`src/rtl/lsu_dmem_ctrl_pkg.sv`:
```
`default_nettype none
// ============================================================================
// Module      : lsu_dmem_ctrl_pkg
// Description : Shared access-size codes, FSM state encoding and the
//               alignment helper for the load/store unit.
// Revision    : 1.0 - initial release
// ============================================================================
package lsu_dmem_ctrl_pkg;

   // Access size codes carried on mem_size
   localparam logic [1:0] LSU_SIZE_B = 2'd0;
   localparam logic [1:0] LSU_SIZE_H = 2'd1;
   localparam logic [1:0] LSU_SIZE_W = 2'd2;

   localparam int LSU_STATE_WIDTH = 2;

   typedef enum logic [LSU_STATE_WIDTH-1:0] {
      ST_IDLE = 2'd0,
      ST_REQ  = 2'd1,
      ST_WAIT = 2'd2,
      ST_RESP = 2'd3
   } lsu_state_t;

   // Halfwords must sit on even bytes, words on multiples of four
   function automatic logic is_misaligned(input logic [1:0] size, input logic [1:0] off);
      logic mis;
      mis = 1'b0;
      if (size == LSU_SIZE_H) mis = off[0];
      else if (size == LSU_SIZE_W) mis = (off != 2'b00);
      return mis;
   endfunction

endpackage
`default_nettype wire

```
`src/rtl/lsu_dmem_ctrl_if.sv`:
```
`default_nettype none
// ============================================================================
// Module      : lsu_dmem_ctrl_if
// Description : Data-memory request/response channel between the LSU
//               (master) and the data memory (slave).
// Revision    : 1.0 - initial release
// ============================================================================
interface lsu_dmem_ctrl_if #(
   parameter int ADDR_W = 32,
   parameter int DATA_W = 32
);
   logic                req_valid;
   logic                req_ready;
   logic [ADDR_W-1:0]   addr;
   logic                wen;
   logic [DATA_W-1:0]   wdata;
   logic [DATA_W/8-1:0] wmask;
   logic                rsp_valid;
   logic [DATA_W-1:0]   rdata;

   modport master (
      output req_valid, addr, wen, wdata, wmask,
      input  req_ready, rsp_valid, rdata
   );

   modport slave (
      input  req_valid, addr, wen, wdata, wmask,
      output req_ready, rsp_valid, rdata
   );
endinterface
`default_nettype wire

```
`src/rtl/lsu_dmem_ctrl_lane_align.sv`:
```
`default_nettype none
// ============================================================================
// Module      : lsu_dmem_ctrl_lane_align
// Description : Combinational byte-lane steering: store mask and replicated
//               store data, plus load byte/half extraction and extension.
// Revision    : 1.0 - initial release
// ============================================================================
module lsu_dmem_ctrl_lane_align
   import lsu_dmem_ctrl_pkg::*;
(
   input  logic [1:0]  size,
   input  logic [1:0]  off,
   input  logic [31:0] wdata,
   input  logic [31:0] rdata,
   input  logic        is_unsigned,
   output logic [3:0]  wmask,
   output logic [31:0] wdata_sh,
   output logic [31:0] rdata_ext
);

   logic [31:0] rdata_sh;

   // Lane mask/data generation and load extraction; lanes beyond 3 fall off
   always_comb begin
      rdata_sh  = rdata >> {off, 3'b000};
      wmask     = 4'b1111;
      wdata_sh  = wdata;
      rdata_ext = rdata;
      case (size)
         LSU_SIZE_B: begin
            wmask     = 4'b0001 << off;
            wdata_sh  = {4{wdata[7:0]}};
            rdata_ext = is_unsigned ? {24'h0, rdata_sh[7:0]}
                                    : {{24{rdata_sh[7]}}, rdata_sh[7:0]};
         end
         LSU_SIZE_H: begin
            wmask     = 4'b0011 << off;
            wdata_sh  = {2{wdata[15:0]}};
            rdata_ext = is_unsigned ? {16'h0, rdata_sh[15:0]}
                                    : {{16{rdata_sh[15]}}, rdata_sh[15:0]};
         end
         default: begin
            wmask     = 4'b1111;
            wdata_sh  = wdata;
            rdata_ext = rdata;
         end
      endcase
   end

endmodule
`default_nettype wire

```
`src/rtl/lsu_dmem_ctrl.sv`:
```
`default_nettype none
// ============================================================================
// Module      : lsu_dmem_ctrl
// Description : Load/store unit running one data-memory transaction per op
//               over a valid/ready request and response channel.
//               Optional macro LSU_MISALIGN_CHECK_EN: misaligned H/W accesses
//               complete immediately with rsp_err and no memory request.
// Revision    : 1.0 - initial release
// ============================================================================
module lsu_dmem_ctrl
   import lsu_dmem_ctrl_pkg::*;
#(
   parameter int ADDR_W = 32,
   parameter int DATA_W = 32
) (
   input  logic               clk,
   input  logic               rst,
   input  logic               in_valid,
   input  logic               mem_r_en,
   input  logic               mem_w_en,
   input  logic [ADDR_W-1:0]  mem_addr,
   input  logic [DATA_W-1:0]  mem_w,
   input  logic [1:0]         mem_size,
   input  logic               mem_unsigned,
   output logic               busy,
   output logic               rsp_valid,
   output logic [DATA_W-1:0]  rsp_rdata,
   output logic               rsp_err,
   lsu_dmem_ctrl_if.master    dmem
);

   lsu_state_t          state;
   lsu_state_t          state_nxt;
   logic                busy_nxt;
   logic                rsp_valid_nxt;
   logic                req_valid_nxt;

   logic [1:0]          size_q;
   logic [1:0]          off_q;
   logic                unsigned_q;

   logic                busy_q;
   logic                rsp_valid_q;
   logic                rsp_err_q;
   logic [DATA_W-1:0]   rsp_rdata_q;
   logic                req_valid_q;
   logic [ADDR_W-1:0]   addr_q;
   logic                wen_q;
   logic [DATA_W-1:0]   wdata_q;
   logic [3:0]          wmask_q;

   logic                accept;
   logic                misaligned;
   logic [1:0]          al_size;
   logic [1:0]          al_off;
   logic [3:0]          al_wmask;
   logic [31:0]         al_wdata;
   logic [31:0]         al_rdata;

   assign accept = in_valid & (mem_r_en | mem_w_en);

`ifdef LSU_MISALIGN_CHECK_EN
   assign misaligned = is_misaligned(mem_size, mem_addr[1:0]);
`else
   assign misaligned = 1'b0;
`endif

   // The aligner serves the incoming op while idle and the latched op afterwards
   assign al_size = (state == ST_IDLE) ? mem_size      : size_q;
   assign al_off  = (state == ST_IDLE) ? mem_addr[1:0] : off_q;

   lsu_dmem_ctrl_lane_align u_align (
      .size        (al_size),
      .off         (al_off),
      .wdata       (mem_w),
      .rdata       (dmem.rdata),
      .is_unsigned (unsigned_q),
      .wmask       (al_wmask),
      .wdata_sh    (al_wdata),
      .rdata_ext   (al_rdata)
   );

   // Next-state and next-output decode for the transaction sequencer
   always_comb begin
      state_nxt = state;
      case (state)
         ST_IDLE: if (accept) state_nxt = misaligned ? ST_RESP : ST_REQ;
         ST_REQ:  if (dmem.req_ready) state_nxt = ST_WAIT;
         ST_WAIT: if (dmem.rsp_valid) state_nxt = ST_RESP;
         ST_RESP: state_nxt = ST_IDLE;
         default: state_nxt = ST_IDLE;
      endcase
      busy_nxt      = (state_nxt == ST_REQ) || (state_nxt == ST_WAIT);
      rsp_valid_nxt = (state_nxt == ST_RESP);
      req_valid_nxt = (state_nxt == ST_REQ);
   end

   // State register
   always_ff @(posedge clk) begin
      if (!rst) state <= ST_IDLE;
      else      state <= state_nxt;
   end

   // Registered outputs, op capture at accept and load data capture
   always_ff @(posedge clk) begin
      if (!rst) begin
         busy_q      <= 1'b0;
         rsp_valid_q <= 1'b0;
         rsp_err_q   <= 1'b0;
         rsp_rdata_q <= '0;
         req_valid_q <= 1'b0;
         addr_q      <= '0;
         wen_q       <= 1'b0;
         wdata_q     <= '0;
         wmask_q     <= 4'b0000;
         size_q      <= LSU_SIZE_B;
         off_q       <= 2'b00;
         unsigned_q  <= 1'b0;
      end else begin
         busy_q      <= busy_nxt;
         rsp_valid_q <= rsp_valid_nxt;
         req_valid_q <= req_valid_nxt;
         rsp_err_q   <= (state == ST_IDLE) && accept && misaligned;
         if ((state == ST_IDLE) && accept) begin
            size_q      <= mem_size;
            off_q       <= mem_addr[1:0];
            unsigned_q  <= mem_unsigned;
            addr_q      <= {mem_addr[ADDR_W-1:2], 2'b00};
            wen_q       <= mem_w_en;
            wdata_q     <= al_wdata;
            wmask_q     <= mem_w_en ? al_wmask : 4'b0000;
            rsp_rdata_q <= '0;
         end
         if ((state == ST_WAIT) && dmem.rsp_valid)
            rsp_rdata_q <= wen_q ? '0 : al_rdata;
      end
   end

   assign busy           = busy_q;
   assign rsp_valid      = rsp_valid_q;
   assign rsp_err        = rsp_err_q;
   assign rsp_rdata      = rsp_rdata_q;
   assign dmem.req_valid = req_valid_q;
   assign dmem.addr      = addr_q;
   assign dmem.wen       = wen_q;
   assign dmem.wdata     = wdata_q;
   assign dmem.wmask     = wmask_q;

endmodule
`default_nettype wire

```
`src/flat_wrapper.sv`:
```
// flat-port wrapper written by rule: the top's interface ports become plain ports
module lsu_dmem_ctrl_flat import lsu_dmem_ctrl_pkg::*;
#(
   parameter int ADDR_W = 32,
   parameter int DATA_W = 32
)
  (clk, rst, in_valid, mem_r_en, mem_w_en, mem_addr, mem_w, mem_size, mem_unsigned, busy, rsp_valid, rsp_rdata, rsp_err, dmem_req_valid, dmem_addr, dmem_wen, dmem_wdata, dmem_wmask, dmem_req_ready, dmem_rsp_valid, dmem_rdata);
  lsu_dmem_ctrl_if #(.ADDR_W(ADDR_W), .DATA_W(DATA_W)) dmem_i ();
  input  logic clk;
  input  logic rst;
  input  logic in_valid;
  input  logic mem_r_en;
  input  logic mem_w_en;
  input  logic [ADDR_W-1:0] mem_addr;
  input  logic [DATA_W-1:0] mem_w;
  input  logic [1:0] mem_size;
  input  logic mem_unsigned;
  output logic busy;
  output logic rsp_valid;
  output logic [DATA_W-1:0] rsp_rdata;
  output logic rsp_err;
  output wire logic [$bits(dmem_i.req_valid)-1:0] dmem_req_valid;
  output wire logic [$bits(dmem_i.addr)-1:0] dmem_addr;
  output wire logic [$bits(dmem_i.wen)-1:0] dmem_wen;
  output wire logic [$bits(dmem_i.wdata)-1:0] dmem_wdata;
  output wire logic [$bits(dmem_i.wmask)-1:0] dmem_wmask;
  input wire logic [$bits(dmem_i.req_ready)-1:0] dmem_req_ready;
  input wire logic [$bits(dmem_i.rsp_valid)-1:0] dmem_rsp_valid;
  input wire logic [$bits(dmem_i.rdata)-1:0] dmem_rdata;
  assign dmem_req_valid = dmem_i.req_valid;
  assign dmem_addr = dmem_i.addr;
  assign dmem_wen = dmem_i.wen;
  assign dmem_wdata = dmem_i.wdata;
  assign dmem_wmask = dmem_i.wmask;
  assign dmem_i.req_ready = dmem_req_ready;
  assign dmem_i.rsp_valid = dmem_rsp_valid;
  assign dmem_i.rdata = dmem_rdata;
  lsu_dmem_ctrl #(.ADDR_W(ADDR_W), .DATA_W(DATA_W)) u_core (.clk(clk), .rst(rst), .in_valid(in_valid), .mem_r_en(mem_r_en), .mem_w_en(mem_w_en), .mem_addr(mem_addr), .mem_w(mem_w), .mem_size(mem_size), .mem_unsigned(mem_unsigned), .busy(busy), .rsp_valid(rsp_valid), .rsp_rdata(rsp_rdata), .rsp_err(rsp_err), .dmem(dmem_i));
endmodule
```
`config.mk`:
```
export PLATFORM = sky130hd
export DESIGN_NAME = lsu_dmem_ctrl_flat
export DESIGN_NICKNAME = d
export VERILOG_FILES = /design/src/rtl/lsu_dmem_ctrl_pkg.sv /design/src/rtl/lsu_dmem_ctrl_if.sv /design/src/rtl/lsu_dmem_ctrl_lane_align.sv /design/src/rtl/lsu_dmem_ctrl.sv /design/src/flat_wrapper.sv
export SDC_FILE = /design/constraint.sdc
export NUM_CORES = 1
export LEC_CHECK = 0
export BUFFER_PORTS_ARGS = -buffer_cell sky130_fd_sc_hd__buf_4
export CORE_MARGIN = 4
export CORE_UTILIZATION = 51
export DETAILED_ROUTE_END_ITERATION = 8
export GPL_ROUTABILITY_DRIVEN = 0
export PLACE_DENSITY_LB_ADDON = 0.1
export SYNTH_ARGS = -nofsm -noshare
export SYNTH_HDL_FRONTEND = slang
export SYNTH_HIERARCHICAL = 1
export SYNTH_SLANG_ARGS = --single-unit
```
`constraint.sdc`:
```
create_clock -name clk -period 2.7 [get_ports clk]
set_input_delay 0.405 -clock clk [delete_from_list [all_inputs] [get_ports clk]]
set_output_delay 0.405 -clock clk [all_outputs]
set_load 0.03 [all_outputs]
```
; ---- After elaboration in Yosys (flattened, before gate mapping)
; Cells that the tools add are included.
[totals]
output_inout_bits = 105
ff_bits = 109
in_bits = 106
[op_classes]
n_reduce_logical = 6
n_eq_ne = 7
bitwise = 2
n_mux = 15
shift = 3
[op_table]
columns = operator, count
row1 = 32-bit 2-to-1 mux, 5
row2 = 32-bit case mux with 2 select lines, 2
row3 = 32-bit by 5-bit >> shifter with 16-bit output, 1
row4 = 2-bit 2-to-1 mux, 5
row5 = 2-bit == test (second input constant), 4
row6 = 2-bit case mux with 4 select lines, 1
row7 = 4-bit case mux with 2 select lines, 1
row8 = 2-bit by 1-bit == test with 1-bit output (second input constant), 3
row9 = 2-bit zero test, 2
row10 = 4-bit 2-to-1 mux, 1
row11 = 1-bit by 2-bit left shift with 4-bit output (first input constant), 1
row12 = 2-bit by 2-bit left shift with 4-bit output (first input constant), 1
row13 = 1-bit logical AND, 2
row14 = 2-bit nonzero test, 1
row15 = 1-bit AND, 1
row16 = 1-bit logical OR, 1
row17 = 1-bit OR, 1

; ---- Longest topological paths before layout
[depth]
word_depth = 7
depth_mapped = 10

; ---- Modules after synthesis
; The synthesis kept the hierarchy.
[by_module_without_submodules]
columns = mod, cells_each, seq_area_each_um2, area_each_um2, instances
row1 = lsu_dmem_ctrl, 532, 2182.1, 4745.8, 1
row2 = lsu_dmem_ctrl_lane_align, 191, 0.0, 1336.3, 1

; ---- Least setup slack after synthesis
; No wires, ideal clock.
[synth_timing]
path_type = reg-to-reg
startpoint = register u_core.state[1]
endpoint = register u_core.rsp_rdata_q[22], in the netlist u_core/rsp_rdata[22]
path_stages_with_launch = 11
t_arrival_ns = 2.184
slack_ns = 0.389
required_time_ns = 2.573
period_less_slack_ns = 2.311
path_cell_list = dfxtp_1 buf_2 nor2_1 mux2_1 buf_6 mux4_2 nor2_4 buf_6 o31ai_1 nand3_1 nand3_1
[synth_via]
elab_chain_cells = 7
elab_cells_between_ends = 15
[synth_rtl]
columns = element, line
row1 = from (decl), lsu_dmem_ctrl.sv:32  ; lsu_state_t state;
row2 = from (signal assigned), lsu_dmem_ctrl.sv:101  ; else state <= state_nxt;
row3 = 2-bit zero test *, lsu_dmem_ctrl.sv:70  ; assign al_off = (state == ST_IDLE) ? mem_addr[1:0] : off_q;
row4 = 2-bit 2-to-1 mux *, lsu_dmem_ctrl.sv:70
row5 = named net u_core.al_off[0], lsu_dmem_ctrl.sv:55  ; logic [1:0] al_off;
row6 = 32-bit by 5-bit >> shifter with 16-bit output *, lsu_dmem_ctrl_lane_align.sv:25  ; rdata_sh = rdata >> {off, 3'b000};
row7 = "32-bit 2-to-1 mux, on equally long branches", "lsu_dmem_ctrl_lane_align.sv:39, lsu_dmem_ctrl_lane_align.sv:33"
row8 = 32-bit case mux with 2 select lines *, lsu_dmem_ctrl_lane_align.sv:29  ; case (size)
row9 = named net u_core.al_rdata[22], lsu_dmem_ctrl.sv:58  ; logic [31:0] al_rdata;
row10 = 32-bit 2-to-1 mux *, lsu_dmem_ctrl.sv:135  ; rsp_rdata_q <= wen_q ? '0 : al_rdata;
row11 = 32-bit 2-to-1 mux *, lsu_dmem_ctrl.sv:134  ; if ((state == ST_WAIT) && dmem.rsp_valid)
row12 = to (signal assigned), lsu_dmem_ctrl.sv:135
row13 = to (decl), lsu_dmem_ctrl.sv:45  ; logic [DATA_W-1:0] rsp_rdata_q;
; Mark *: on every way through the listed nets, which the timed path passes. The rest lies on a longest branch.
; A chain may end at the register's enable or synchronous reset.

; ---- Final worst setup path
[layout_timing]
startpoint = register u_core.state[0]
endpoint = register u_core.rsp_rdata_q[28], in the netlist u_core/rsp_rdata[28]
; The elaborated chain is that of the path after synthesis.

==> flow_summary.json <==
{
  "status": "finished, final reports clean",
  "required_ps": 2990,
  "ys_seq_elements": 109,
  "dp_hpwl_microns": 12700,
  "crit_chain": "nor2_1 -> mux2_1 -> buf_4 -> mux2i_1 -> o211a_1 -> o31ai_1 -> nand3_1 -> nand3_1",
  "cts_buffers": 9,
  "power_density_nw_per_um2": 572,
  "start_kind": "flop",
  "p_leak_nw": 3.53,
  "endpoint_kind": "flop",
  "max_cap_violations": 0,
  "track_usage": 0.250,
  "utilization": 0.678,
  "yosys-top-cells-count": "nand2_1 (172), dfxtp_1 (109), nand3_1 (100)",
  "initial_core_util": 0.526,
  "clk_pin_slew_ps": 70,
  "synth_top_area_cell": "dfxtp_1",
  "nFillCells": 916,
  "port_buffers": 207,
  "antenna_found_initial": 0,
  "drtPass1Iterations": 5,
  "ioPinCount": 211,
  "core_sq_um": 11600,
  "hp-class": "in2reg",
  "antennaDiodeCount": 0,
  "routed_via_density": 5.67,
  "setup_viol": 0,
  "avgRoutedWirePerCell_microns": 17.3,
  "p_total_mw": 4.48,
  "crit_type": "reg2reg",
  "area_delta_synth_final_pct": 28.8,
  "setup-tns-final_ps": 0,
  "drtAntennaViolNets": 0,
  "drc": 0,
  "cts.sink_count": 109,
  "vdd_drop_max_v": 0.000311,
  "yosysUniqueCellTypes": 44,
  "yosysWarnings": 6,
  "cts_buffer_depth": 2,
  "slowest_delay_ps": 430,
  "worst_pin_slew_ps": 634,
  "timing.final.crit_share": 0.925,
  "synth_top_area_frac": 0.359,
  "grt-ovfl-total": 0,
  "via_count": 5819,
  "syn-cell-area_sq_um": 6080,
  "ys_seq_area_frac": 0.359,
  "cts_root_buf": "clkbuf_16",
  "die_width_microns": 117,
  "post-route-min-period_ps": 2500,
  "grt_pass1_vias": 5430,
  "dieArea_sq_um": 13700,
  "path_common_cell": "nand3_1",
  "cts_tree": "built",
  "slowest_stage": "o211a_1",
  "grt_pass1_wl_microns": 27400,
  "grt_max_degree": 85,
  "path_max_fanout": 16,
  "synth_flop_cell": "dfxtp_1",
  "yosysMostFrequentCell": "nand2_1",
  "fmax_mhz": 400,
  "synth_cells": 723,
  "ctsHoldBuffers": 0,
  "drtIter0Drc": 502,
  "final_layout_size_suffix_gt1_frac": 0.311,
  "die_h_microns": 117,
  "arrival_ps": 2790,
  "rsz0062_at_grt": "no",
  "skew_ps": 8.73,
  "rows": 39,
  "hold_viol_final": 0,
  "post-cts-setup-buffer-count": 0,
  "max_slew_margin": 0.577,
  "synth_edf_count": 0,
  "nets": 986,
  "final_max_slew_viol_count": 0,
  "insertion_delay_ps": 350,
  "finalWirelength_microns": 17700,
  "htreeDepth": 3,
  "synth_area_leaders": "dfxtp_1 (36%), mux2i_1 (15%), nand2_1 (11%), nand3_1 (8.2%), o2111ai_1 (4.6%)",
  "async_flop_share": 0,
  "avgSynthCellArea_sq_um": 8.41
}
[state kept, by name, summed over array words and instances, names as in the netlist]
name and flops:
u_core/busy 1, u_core/dmem.wdata 32, u_core/off_q 2, u_core/unsigned_q 1
u_core/size_q 2, u_core/rsp_valid 1, u_core/dmem.wmask 4, u_core/dmem.addr 30
u_core/rsp_rdata 32, u_core/dmem.req_valid 1, u_core/state 2, u_core/dmem.wen 1
[placed cells by master (no fill, tap or decap), types with 9 or more instances in the layout]
cell       count
buf_4        223
o21ai_0       16
mux2i_1       90
o31ai_1       15
nand3_1      100
mux2_2        25
dfxtp_1      109
o2111ai_1     32
nand2b_1      11
nand2_1      172
clkbuf_16      9
[stage by stage]
step	hold WS (ps)	instances	worst slack (ps)	area, sq um
after floorplan	431	725	389	6090
after global placement	442	1010	312	7500
after detailed placement	448	1010	261	7500
after CTS	295	1026	238	7830
after global routing	309	1026	74.4	7840
final	308	1026	202	7840
[worst max-delay path: cells and delay by family (launching register included)]
kind                   cells  cell delay (ps)
DFF                        1              310
and+or+nand+nor            3              550
muxes                      2              560
AOI/OAI and AO/OA          2              810
buffers and inverters      1              200
[cell families (layout without fill, tap and decap cells)]
kind of cell / Yosys count / after routing / share of synthesized area
fa+ha+maj: 2 / 2 / 0.00411
simple gates: 313 / 313 / 0.234
mux: 119 / 119 / 0.204
compound gates: 86 / 86 / 0.110
buf+inv: 93 / 251 / 0.0889
other cells: 1 / 3 / 0.000617
flops: 109 / 109 / 0.359
[routing by layer]
layer,global-route usage,up-vias,wire length [microns]
met5,0,-,0
met4,0.125,0,622
met3,0.0668,46,1640
met2,0.375,265,7920
met1,0.330,2654,7530
li1,-,2854,-
[power breakdown]
part	total, mW	internal [mW]	switching [mW]
Clock	1.44	0.865	0.578
Sequential	1.77	1.71	0.0565
Combinational	1.27	0.525	0.746
Total	4.48	3.10	1.38
[what timing repair did]
| action | in CTS | in global routing |
|---|---|---|
| gates resized for setup | 0 | 1 |
| endpoints found under the setup margin | 0 | 1 |
| endpoints found under the hold margin | 0 | 0 |
[final cells by class]
type,instances,area (sq um),area share
inverters,8,30.0,0.00383
multi-input cells,523,3370,0.430
flip-flops and latches,109,2180,0.278
well taps,143,179,0.0228
clock inverters,3,67.6,0.00862
repair buffers,227,1750,0.223
clock buffers,13,260,0.0332
[final timing paths]
check | from | end | slack, ps | cells past startpoint
setup / recovery | u_core/state[0] | u_core/rsp_rdata[28] | 200 | 8
hold / removal | mem_addr[27] | u_core/dmem.addr[27] | 310 | 3
setup reg to reg | u_core/state[0] | u_core/rsp_rdata[28] | 200 | 8
hold reg to reg | u_core/dmem.wdata[4] | u_core/dmem.wdata[4] | 460 | 2
No activity file was read; power rests on OpenSTA's default activity.
